### config.mk
export PLATFORM = sky130hd
export DESIGN_NAME = alu_exec_unit_flat
export DESIGN_NICKNAME = d
export VERILOG_FILES = /design/src/rtl/alu_exec_unit_if.sv /design/src/rtl/alu_exec_unit.sv /design/src/flat_wrapper.sv
export SDC_FILE = /design/constraint.sdc
export NUM_CORES = 1
export LEC_CHECK = 0
export ABC_CLOCK_PERIOD_IN_PS = 10150
export BUFFER_PORTS_ARGS = -buffer_cell sky130_fd_sc_hd__buf_4
export CAP_MARGIN = 40
export CELL_PAD_IN_SITES_DETAIL_PLACEMENT = 1
export CELL_PAD_IN_SITES_GLOBAL_PLACEMENT = 1
export CORE_UTILIZATION = 44
export DETAILED_ROUTE_END_ITERATION = 6
export PLACE_DENSITY = 0.76
export RECOVER_POWER = 100
export SLEW_MARGIN = 20
export SYNTH_ARGS = -nofsm -noshare
export SYNTH_HDL_FRONTEND = slang
export SYNTH_SLANG_ARGS = --single-unit
export TNS_END_PERCENT = 5
### constraint.sdc
create_clock -name clk -period 10.15 [get_ports clk]
set_input_delay 2.03 -clock clk [delete_from_list [all_inputs] [get_ports clk]]
set_output_delay 2.03 -clock clk [all_outputs]
set_load 0.01 [all_outputs]
### src/rtl/alu_exec_unit_if.sv
// Request/response bundle between the pipeline and the execute-stage ALU.
interface alu_exec_unit_if #(
  parameter int unsigned W = 32
);
  logic         in_valid;
  logic         in_ready;
  logic [2:0]   operation;
  logic [1:0]   md_op;
  logic [W-1:0] a;
  logic [W-1:0] b;
  logic         out_valid;
  logic [W-1:0] result;
  logic         zero;
  logic         overflow;
  logic         div_by_zero;
  logic [W-1:0] hi;
  logic [W-1:0] lo;
  logic         busy;

  modport master (
    output in_valid, operation, md_op, a, b,
    input  in_ready, out_valid, result, zero, overflow, div_by_zero, hi, lo, busy
  );

  modport slave (
    input  in_valid, operation, md_op, a, b,
    output in_ready, out_valid, result, zero, overflow, div_by_zero, hi, lo, busy
  );
endinterface

### src/rtl/alu_exec_unit.sv
// Execute-stage ALU: single-cycle add/sub/and/or/slt plus an iterative
// shift-add multiplier and restoring divider that write HI/LO.
module alu_exec_unit #(
  parameter int unsigned W     = 32,
  parameter int unsigned CNT_W = 6
) (
  input  logic          clk,
  input  logic          reset,
  alu_exec_unit_if.slave bus
);

  localparam logic [2:0] OP_AND  = 3'b000;
  localparam logic [2:0] OP_OR   = 3'b001;
  localparam logic [2:0] OP_ADD  = 3'b010;
  localparam logic [2:0] OP_SUB  = 3'b110;
  localparam logic [2:0] OP_SLT  = 3'b111;
  localparam logic [1:0] MD_MULU = 2'b01;
  localparam logic [1:0] MD_DIVU = 2'b10;

  typedef enum logic [1:0] {IDLE, MUL, DIV} state_e;

  state_e             state_q, state_d;
  logic [CNT_W-1:0]   cnt_q, cnt_d;
  logic [2*W-1:0]     work_q, work_d;    // mul: {partial hi, multiplier}; div: {remainder, quotient}
  logic [W-1:0]       opnd_q, opnd_d;    // multiplicand or divisor
  logic [W-1:0]       hi_q, hi_d, lo_q, lo_d, result_q, result_d;
  logic               zero_q, zero_d, ovf_q, ovf_d, dbz_q, dbz_d;
  logic               out_valid_q, out_valid_d, busy_q, busy_d, in_ready_q, in_ready_d;

  logic [W-1:0]       b_eff, add_sum, alu_res;
  logic               alu_ovf;
  logic [W:0]         mul_sum;
  logic [2*W-1:0]     mul_next, div_next;
  logic [W:0]         div_shift;
  logic [W-1:0]       div_diff;
  logic               div_ge;

  // Single-cycle ALU datapath on the incoming operands.
  always_comb begin
    b_eff   = (bus.operation == OP_SUB) ? (~bus.b + W'(1)) : bus.b;
    add_sum = bus.a + b_eff;
    alu_res = '0;
    alu_ovf = 1'b0;
    case (bus.operation)
      OP_ADD, OP_SUB: begin
        alu_res = add_sum;
        alu_ovf = (bus.a[W-1] == b_eff[W-1]) && (add_sum[W-1] != bus.a[W-1]);
      end
      OP_AND:  alu_res = bus.a & bus.b;
      OP_OR:   alu_res = bus.a | bus.b;
      OP_SLT:  alu_res = {{(W-1){1'b0}}, ($signed(bus.a) < $signed(bus.b))};
      default: alu_res = '0;
    endcase
  end

  // One iteration step of the multiply and divide engines.
  always_comb begin
    mul_sum   = {1'b0, work_q[2*W-1:W]} + (work_q[0] ? {1'b0, opnd_q} : {(W+1){1'b0}});
    mul_next  = {mul_sum, work_q[W-1:1]};
    div_shift = {work_q[2*W-1:W], work_q[W-1]};
    div_ge    = div_shift >= {1'b0, opnd_q};
    div_diff  = div_shift[W-1:0] - opnd_q;
    div_next  = {(div_ge ? div_diff : div_shift[W-1:0]), work_q[W-2:0], div_ge};
  end

  // Next-state and output logic.
  always_comb begin
    state_d     = state_q;
    cnt_d       = cnt_q;
    work_d      = work_q;
    opnd_d      = opnd_q;
    hi_d        = hi_q;
    lo_d        = lo_q;
    result_d    = result_q;
    zero_d      = zero_q;
    ovf_d       = ovf_q;
    dbz_d       = dbz_q;
    out_valid_d = 1'b0;
    busy_d      = busy_q;
    in_ready_d  = in_ready_q;
    case (state_q)
      IDLE: begin
        if (bus.in_valid) begin
          if (bus.md_op == MD_MULU) begin
            state_d    = MUL;
            cnt_d      = '0;
            work_d     = {{W{1'b0}}, bus.b};
            opnd_d     = bus.a;
            busy_d     = 1'b1;
            in_ready_d = 1'b0;
          end else if (bus.md_op == MD_DIVU && bus.b != '0) begin
            state_d    = DIV;
            cnt_d      = '0;
            work_d     = {{W{1'b0}}, bus.a};
            opnd_d     = bus.b;
            busy_d     = 1'b1;
            in_ready_d = 1'b0;
          end else if (bus.md_op == MD_DIVU) begin
            hi_d        = bus.a;
            lo_d        = '1;
            result_d    = '1;
            zero_d      = 1'b0;
            ovf_d       = 1'b0;
            dbz_d       = 1'b1;
            out_valid_d = 1'b1;
          end else begin
            result_d    = alu_res;
            zero_d      = (alu_res == '0);
            ovf_d       = alu_ovf;
            dbz_d       = 1'b0;
            out_valid_d = 1'b1;
          end
        end
      end
      MUL, DIV: begin
        if (cnt_q == CNT_W'(W)) begin
          hi_d        = work_q[2*W-1:W];
          lo_d        = work_q[W-1:0];
          result_d    = work_q[W-1:0];
          zero_d      = (work_q[W-1:0] == '0);
          ovf_d       = 1'b0;
          dbz_d       = 1'b0;
          out_valid_d = 1'b1;
          busy_d      = 1'b0;
          in_ready_d  = 1'b1;
          state_d     = IDLE;
        end else begin
          work_d = (state_q == MUL) ? mul_next : div_next;
          cnt_d  = cnt_q + CNT_W'(1);
        end
      end
      default: state_d = IDLE;
    endcase
  end

  // State and output registers; reset aborts any in-flight md operation.
  always_ff @(posedge clk or posedge reset) begin
    if (reset) begin
      state_q     <= IDLE;
      cnt_q       <= '0;
      work_q      <= '0;
      opnd_q      <= '0;
      hi_q        <= '0;
      lo_q        <= '0;
      result_q    <= '0;
      zero_q      <= 1'b0;
      ovf_q       <= 1'b0;
      dbz_q       <= 1'b0;
      out_valid_q <= 1'b0;
      busy_q      <= 1'b0;
      in_ready_q  <= 1'b1;
    end else begin
      state_q     <= state_d;
      cnt_q       <= cnt_d;
      work_q      <= work_d;
      opnd_q      <= opnd_d;
      hi_q        <= hi_d;
      lo_q        <= lo_d;
      result_q    <= result_d;
      zero_q      <= zero_d;
      ovf_q       <= ovf_d;
      dbz_q       <= dbz_d;
      out_valid_q <= out_valid_d;
      busy_q      <= busy_d;
      in_ready_q  <= in_ready_d;
    end
  end

  assign bus.in_ready    = in_ready_q;
  assign bus.out_valid   = out_valid_q;
  assign bus.result      = result_q;
  assign bus.zero        = zero_q;
  assign bus.overflow    = ovf_q;
  assign bus.div_by_zero = dbz_q;
  assign bus.hi          = hi_q;
  assign bus.lo          = lo_q;
  assign bus.busy        = busy_q;

endmodule

### src/flat_wrapper.sv
// flat-port wrapper written by rule: the top's interface ports become plain ports
module alu_exec_unit_flat 
#(
  parameter int unsigned W     = 32,
  parameter int unsigned CNT_W = 6
)
  (clk, reset, bus_in_valid, bus_operation, bus_md_op, bus_a, bus_b, bus_in_ready, bus_out_valid, bus_result, bus_zero, bus_overflow, bus_div_by_zero, bus_hi, bus_lo, bus_busy);
  alu_exec_unit_if #(.W(W)) bus_i ();
  input  logic clk;
  input  logic reset;
  input wire logic [$bits(bus_i.in_valid)-1:0] bus_in_valid;
  input wire logic [$bits(bus_i.operation)-1:0] bus_operation;
  input wire logic [$bits(bus_i.md_op)-1:0] bus_md_op;
  input wire logic [$bits(bus_i.a)-1:0] bus_a;
  input wire logic [$bits(bus_i.b)-1:0] bus_b;
  output wire logic [$bits(bus_i.in_ready)-1:0] bus_in_ready;
  output wire logic [$bits(bus_i.out_valid)-1:0] bus_out_valid;
  output wire logic [$bits(bus_i.result)-1:0] bus_result;
  output wire logic [$bits(bus_i.zero)-1:0] bus_zero;
  output wire logic [$bits(bus_i.overflow)-1:0] bus_overflow;
  output wire logic [$bits(bus_i.div_by_zero)-1:0] bus_div_by_zero;
  output wire logic [$bits(bus_i.hi)-1:0] bus_hi;
  output wire logic [$bits(bus_i.lo)-1:0] bus_lo;
  output wire logic [$bits(bus_i.busy)-1:0] bus_busy;
  assign bus_i.in_valid = bus_in_valid;
  assign bus_i.operation = bus_operation;
  assign bus_i.md_op = bus_md_op;
  assign bus_i.a = bus_a;
  assign bus_i.b = bus_b;
  assign bus_in_ready = bus_i.in_ready;
  assign bus_out_valid = bus_i.out_valid;
  assign bus_result = bus_i.result;
  assign bus_zero = bus_i.zero;
  assign bus_overflow = bus_i.overflow;
  assign bus_div_by_zero = bus_i.div_by_zero;
  assign bus_hi = bus_i.hi;
  assign bus_lo = bus_i.lo;
  assign bus_busy = bus_i.busy;
  alu_exec_unit #(.W(W), .CNT_W(CNT_W)) u_core (.clk(clk), .reset(reset), .bus(bus_i));
endmodule
==> flow_summary.ini, run 1 <==
[worst_setup_path]
slowest_delay_ns = 1.02
worst-path-buf-inv = 3
crit_chain = clkbuf_1 -> inv_1 -> ha_1 -> or4b_1 -> or4_1 -> nor4_1 -> nand2_1 -> nor4_1 -> a21oi_4 -> clkbuf_1 -> nor3_1 -> nand4_1 -> nor4_2 -> nand4_1 -> o41ai_2
cp.required_ns = 10.60
cpMaxStageDelayCell = nor4_1
criticalPathCategory = in -> reg
arrival_ns = 8.10
crit_path_max_fanout = 71
start_kind = input pin
cp-end-kind = register
critPathTopFamily = simple AND/OR/NAND/NOR gates

[clocking]
htree_num_levels = 1
ctsHoldBuffers = 0
cts_tree = done
post_cts_buffers = 0
root_buffer = clkbuf_16
cts_buffers = 25
clock_sinks = 206
clkSlewWorstSetupHoldPaths_ns = 0.06
cts_max_path_buffers = 3
insertion_delay_ns = 0.55
post_cts_resized = 0

[die]
die_w_um = 206
start_util = 0.448
die-area_mm2 = 0.0424
rows = 74
io_pins = 174
die_height_um = 206
core_region_area_mm2 = 0.0409

[power_and_ir_drop]
pwr-share-clk = 0.157
powerDensity_mw_per_mm2 = 294
cellLeakagePower_nw = 9.68
pwr-share-comb = 0.569
intPower_mw = 3.04
switchingPower_mw = 3.01
sw_frac_of_total = 0.497
p_seq_frac = 0.273
max-vdd-ir-drop_mv = 0.179
p_total_mw = 6.05

[place]
dp_hpwl_um = 55900
gp_congestion = 0.953
io_buffers = 173
preCtsSetupSlack_ns = 2.95

[global_route]
grt_overflow = 0
grt_max_degree = 83
antenna_found_initial = 2
grt_usage = 0.336
grt_first_pass_wirelength_um = 109000
grt_pass1_vias = 18018

[timing]
fmax_ghz = 0.131
finalMaxSlewViolations = 401
tightest_slew_ns = 3.47
period_minus_slack_ns = 7.65
finalSetupViolCount = 0
finalSetupTns_ns = 0
fin_skew_ns = 0.00961
hold_ws_ns = 0.480
worst_slack_ns = 2.50
rsz0062_at_grt = no
hold_viol = 0
timing.slew.headroom = -1.32
min_period_over_period = 0.754

[detailed_routing]
drt-total-wl_um = 71400
drt_first_pass_iters = 5
wl_per_cell_um = 23.9
dr_total_vias = 17899
drc_errors = 0
drt_iter0_drc = 1202
drtAntennaViolNets = 0
vias_per_cell = 6.00

[logic_synthesis]
yosys.area.top_type_share = 0.280
ys_seq_area_frac = 0.282
synth_edf_count = 0
ys_top_cells_by_area = dfrtp_1, ha_1, o21ai_0
synth_ff_type = dfrtp_1
synth.most_common_cell = o21ai_0
synth_top_cell_by_area = dfrtp_1
synthTopCellsByCount = o21ai_0, nand2_1, dfrtp_1
syn_nets = 2593
yosys.cell_types.count = 76
syn_inst = 2316
synth_area_per_cell_um2 = 7.91
synth-seq-cells = 206
yosysWarnings = 0
synth.cell_area_mm2 = 0.0183
async_flop_share = 1.00

[layout]
final_layout_size_suffix_gt1_frac = 0.0596
area_delta_synth_final_pct = 12.3
fin_nets = 2711

[run_status]
violations = max-capacitance violations, max-slew violations
outcome = finished, violations left

[min_path]
min_path_type = reg -> reg

[job]
drv_cap = 7
## area by class of cell
type | instances | area, um^2
tap | 532 | 666
timing repair buffer | 205 | 1150
clock inverter | 6 | 120
clock buffer | 37 | 731
sequential | 206 | 5160
multi-input combinational | 1826 | 12100
inverter | 170 | 639
fill | 5087 | 20400
antenna | 1 | 2.50
## per-stage QoR
stage,instances,utilization,area [um^2]
floorplan,2316,-,18300
global placement,2928,0.490,20100
detailed placement,2934,0.492,20100
CTS,2977,0.513,21000
global route,2983,0.502,20600
finish,2983,0.502,20600
## logic make-up after synthesis
kind of cell / share of synthesized area
simple gates: 0.163
fa+ha+maj: 0.141
mux: 0.0520
compound gates: 0.246
flops: 0.282
buf+inv: 0.0592
xor+xnor: 0.0569
## tightest hold or removal path, delay by kind of cell (launching register included)
kind,cells,cell delay (ns)
flops,1,0.34
compound gates,1,0.06
simple gates,1,0.05
## cell usage in the layout (no fill, tap or decap), drive strengths merged, types with 7 or more instances in the layout
cell type | Yosys | routed
nor3 | 24 | 24
clkbuf | 96 | 149
and3 | 8 | 8
inv | 170 | 170
a21oi | 196 | 196
o211ai | 10 | 10
nand3 | 22 | 22
nand2 | 267 | 267
o22ai | 42 | 42
nor2b | 16 | 16
o21ai | 270 | 270
mux2i | 94 | 94
and2 | 40 | 40
a31oi | 17 | 17
a22o | 17 | 17
xor2 | 40 | 40
o21a | 12 | 12
a211o | 8 | 8
nor4 | 18 | 18
nand4 | 16 | 16
xnor2 | 79 | 79
or3 | 9 | 9
nor2 | 196 | 196
ha | 202 | 202
a221oi | 7 | 7
o31ai | 13 | 13
dfrtp | 205 | 205
or4 | 9 | 9
a211oi | 33 | 33
buf | 18 | 92
a21o | 48 | 48
o21bai | 18 | 18
a22oi | 13 | 13
o41ai | 7 | 7
nand2b | 17 | 17
## power by group through the flow
stage                     registers, mW  clock network, mW  logic [mW]
after floorplan                    1.56                  0        2.34
after global placement             1.64                  0        3.39
after detailed placement           1.66                  0        3.54
after CTS                          1.65              0.965        3.57
after global routing               1.70              0.997        3.82
final                              1.65              0.950        3.44
## sequential cells by signal (all words and copies together) (netlist names)
| signal | count |
|---|---|
| u_core.bus.zero | 1 |
| u_core.state_q | 2 |
| u_core.bus.in_ready | 1 |
| u_core.work_q | 64 |
| u_core.cnt_q | 6 |
| u_core.bus.result | 32 |
| u_core.opnd_q | 32 |
| u_core.bus.lo | 32 |
| u_core.bus.overflow | 1 |
| u_core.bus.div_by_zero | 1 |
| u_core.bus.busy | 1 |
| u_core.bus.hi | 32 |
| u_core.bus.out_valid | 1 |
## worst paths after layout
check | end | slack (ns) | start | cells past startpoint
setup / recovery | u_core.bus.zero$_DFFE_PP0P_ | 2.50 | bus_b[1] | 15
hold / removal | u_core.bus.lo[6]$_DFFE_PP0P_ | 0.48 | u_core.bus.lo[6]$_DFFE_PP0P_ | 2
setup reg to reg | u_core.bus.lo[15]$_DFFE_PP0P_ | 4.47 | u_core.state_q[0]$_DFFE_PP0P_ | 10
hold reg to reg | u_core.bus.lo[6]$_DFFE_PP0P_ | 0.48 | u_core.bus.lo[6]$_DFFE_PP0P_ | 2
max in group asynchronous | u_core.bus.lo[22]$_DFFE_PP0P_ | 3.06 | reset | 4
min in group asynchronous | u_core.state_q[0]$_DFFE_PP0P_ | 2.51 | reset | 2
## per-layer routing
metal	GRT usage	vias to the layer above	part of all wire	routed length, um
met5	0	-	0.00011	8
met4	0.113	2	0.034	2450
met3	0.0481	117	0.054	3840
met2	0.529	504	0.44	31700
met1	0.470	8893	0.47	33400
li1	-	8383	-	-
(Power assumes the default switching activity.)
==> run 2: changes to the inputs <==
--- a/config.mk
+++ b/config.mk
@@ -5,7 +5,7 @@
 export SDC_FILE = /design/constraint.sdc
 export NUM_CORES = 1
 export LEC_CHECK = 0
-export ABC_CLOCK_PERIOD_IN_PS = 10150
+export ABC_CLOCK_PERIOD_IN_PS = 7400
 export BUFFER_PORTS_ARGS = -buffer_cell sky130_fd_sc_hd__buf_4
 export CAP_MARGIN = 40
 export CELL_PAD_IN_SITES_DETAIL_PLACEMENT = 1
==> constraint.sdc (replaced) <==
create_clock -name clk -period 7.4 [get_ports clk]
set_input_delay 1.48 -clock clk [delete_from_list [all_inputs] [get_ports clk]]
set_output_delay 1.48 -clock clk [all_outputs]
set_load 0.01 [all_outputs]
==> run 2 against run 1 <==
Net effect:
- the flow still finishes with violations (max-capacitance violations, max-slew violations)
- non-clock buffer count fell by 2
- flip-flop and latch count did not move
- routed wire length rose by 1.7%
- via count rose by 0.81%
- die area did not move
- utilization rose by 0.067 points
- combinational power rose by 37%
- final cell count rose by 0.10%
- first-iteration DRC count rose by 3.1%
- global-route usage rose by 0.44 points
- critical path type unchanged
- largest power group unchanged
==> flow_summary.ini, run 2 (synthesis results as in run 1) <==
[run_status]
outcome = finished, violations left
violations = max-capacitance violations, max-slew violations

[die]
core_region_area_mm2 = 0.0409
die_height_um = 206
die_w_um = 206
io_pins = 174
start_util = 0.448
die-area_mm2 = 0.0424
rows = 74

[worst_setup_path]
cp.required_ns = 7.74
criticalPathCategory = in -> reg
cp-end-kind = register
arrival_ns = 6.92
start_kind = input pin
crit_path_max_fanout = 96

[global_route]
grt_overflow = 0
grt_usage = 0.341
antenna_found_initial = 5
grt_first_pass_wirelength_um = 110000
grt_max_degree = 97
grt_pass1_vias = 18072

[timing]
finalMaxSlewViolations = 332
tightest_slew_ns = 3.77
fin_skew_ns = 0.0137
timing.slew.headroom = -1.52
finalSetupViolCount = 0
fmax_ghz = 0.152
rsz0062_at_grt = no
finalSetupTns_ns = 0
hold_viol = 0
period_minus_slack_ns = 6.58
min_period_over_period = 0.889

[power_and_ir_drop]
cellLeakagePower_nw = 9.71
sw_frac_of_total = 0.505
powerDensity_mw_per_mm2 = 405
p_total_mw = 8.33
pwr-share-comb = 0.567
intPower_mw = 4.13
pwr-share-clk = 0.159
switchingPower_mw = 4.20
max-vdd-ir-drop_mv = 0.245
p_seq_frac = 0.274

[place]
dp_hpwl_um = 56200
io_buffers = 173
gp_congestion = 0.934

[detailed_routing]
top_layer = met5
dr_total_vias = 18044
wl_met2_um = 33200
drc_errors = 0
drt_iter0_drc = 1239
vias_per_cell = 6.04
drt_first_pass_iters = 5
wl_met3_um = 4190
routedLengthMet1_um = 33500
wl_per_cell_um = 24.3
drt-total-wl_um = 72600
drtAntennaViolNets = 0

[clocking]
cts_tree = done
insertion_delay_ns = 0.57
cts_buffers = 26
htree_num_levels = 1
post_cts_resized = 0
ctsHoldBuffers = 0
root_buffer = clkbuf_16
clock_sinks = 206
cts_max_path_buffers = 3
post_cts_buffers = 0
clkSlewWorstSetupHoldPaths_ns = 0.06

[layout]
largest_register_ffs = 64
top_register = u_core.work_q
fin_nets = 2710
fill_cells = 5053
layout_common_cells = o21ai_0, nand2_1, dfrtp_1, ha_1, nor2_1
area_delta_synth_final_pct = 12.4
final_layout_size_suffix_gt1_frac = 0.0648
final_common_cell = o21ai_0

[min_path]
min_path_type = reg -> reg

[job]
drv_cap = 5
[run 2: final cells by class]
| cell class | count | area [um^2] | area share |
|---|---|---|---|
| Multi-Input combinational cell | 1826 | 12100 | 0.588 |
| Antenna cell | 1 | 2.50 | 0.000122 |
| Tap cell | 532 | 666 | 0.0323 |
| Clock buffer | 34 | 752 | 0.0365 |
| Timing Repair Buffer | 203 | 1130 | 0.0550 |
| Inverter | 170 | 639 | 0.0311 |
| Clock inverter | 14 | 125 | 0.00608 |
| Sequential cell | 206 | 5160 | 0.250 |
[run 2: worst max-delay path, stage by stage]
cell and delay [ns]:
clkbuf_1 0.16, inv_1 0.20, ha_1 0.23, or4b_1 0.54, or4_1 0.70, nor4_4 0.48, a31oi_1 0.14, clkbuf_1 0.27
o21ai_0 0.42, a21oi_1 0.20, nand2_1 0.17, clkbuf_2 1.49, o21ai_0 0.33
[run 2: per-stage QoR]
stage                     hold slack, ns  utilization  instance area [um^2]  worst slack (ns)  instances
after floorplan                    0.494            -                 18300             0.298       2316
after global placement             0.464        0.491                 20100             0.678       2930
after detailed placement           0.471        0.493                 20200             0.729       2935
after CTS                          0.485        0.514                 21000              1.18       2983
after global routing               0.508        0.503                 20600             0.493       2986
final                              0.474        0.503                 20600             0.823       2986
[run 2: layer usage]
| metal | GRT usage | up-vias |
|---|---|---|
| met1 | 0.474 | 9037 |
| met5 | 0 | - |
| met3 | 0.0478 | 85 |
| met2 | 0.551 | 525 |
| met4 | 0.0885 | 2 |
| li1 | - | 8395 |
[run 2: path summary, 6_finish.rpt]
path / endpoint / slack (ns) / cells after the start / from
setup / recovery: u_core.work_q[16]$_DFFE_PP0P_ / 0.82 / 13 / bus_b[1]
hold / removal: u_core.bus.lo[10]$_DFFE_PP0P_ / 0.47 / 2 / u_core.bus.lo[10]$_DFFE_PP0P_
setup reg to reg: u_core.bus.zero$_DFFE_PP0P_ / 2.29 / 12 / u_core.state_q[0]$_DFFE_PP0P_
hold reg to reg: u_core.bus.lo[10]$_DFFE_PP0P_ / 0.47 / 2 / u_core.bus.lo[10]$_DFFE_PP0P_
max in group asynchronous: u_core.bus.result[27]$_DFFE_PP0P_ / 2.17 / 4 / reset
min in group asynchronous: u_core.work_q[1]$_DFFE_PP0P_ / 2.03 / 2 / reset
[run 2: power groups by stage]
stage / clock network [mW] / registers, mW / logic (mW)
finish: 1.32 / 2.29 / 4.72
global route: 1.37 / 2.33 / 5.23
CTS: 1.33 / 2.28 / 4.89
detailed placement: 0 / 2.29 / 4.83
global placement: 0 / 2.26 / 4.64
floorplan: 0 / 2.14 / 3.20
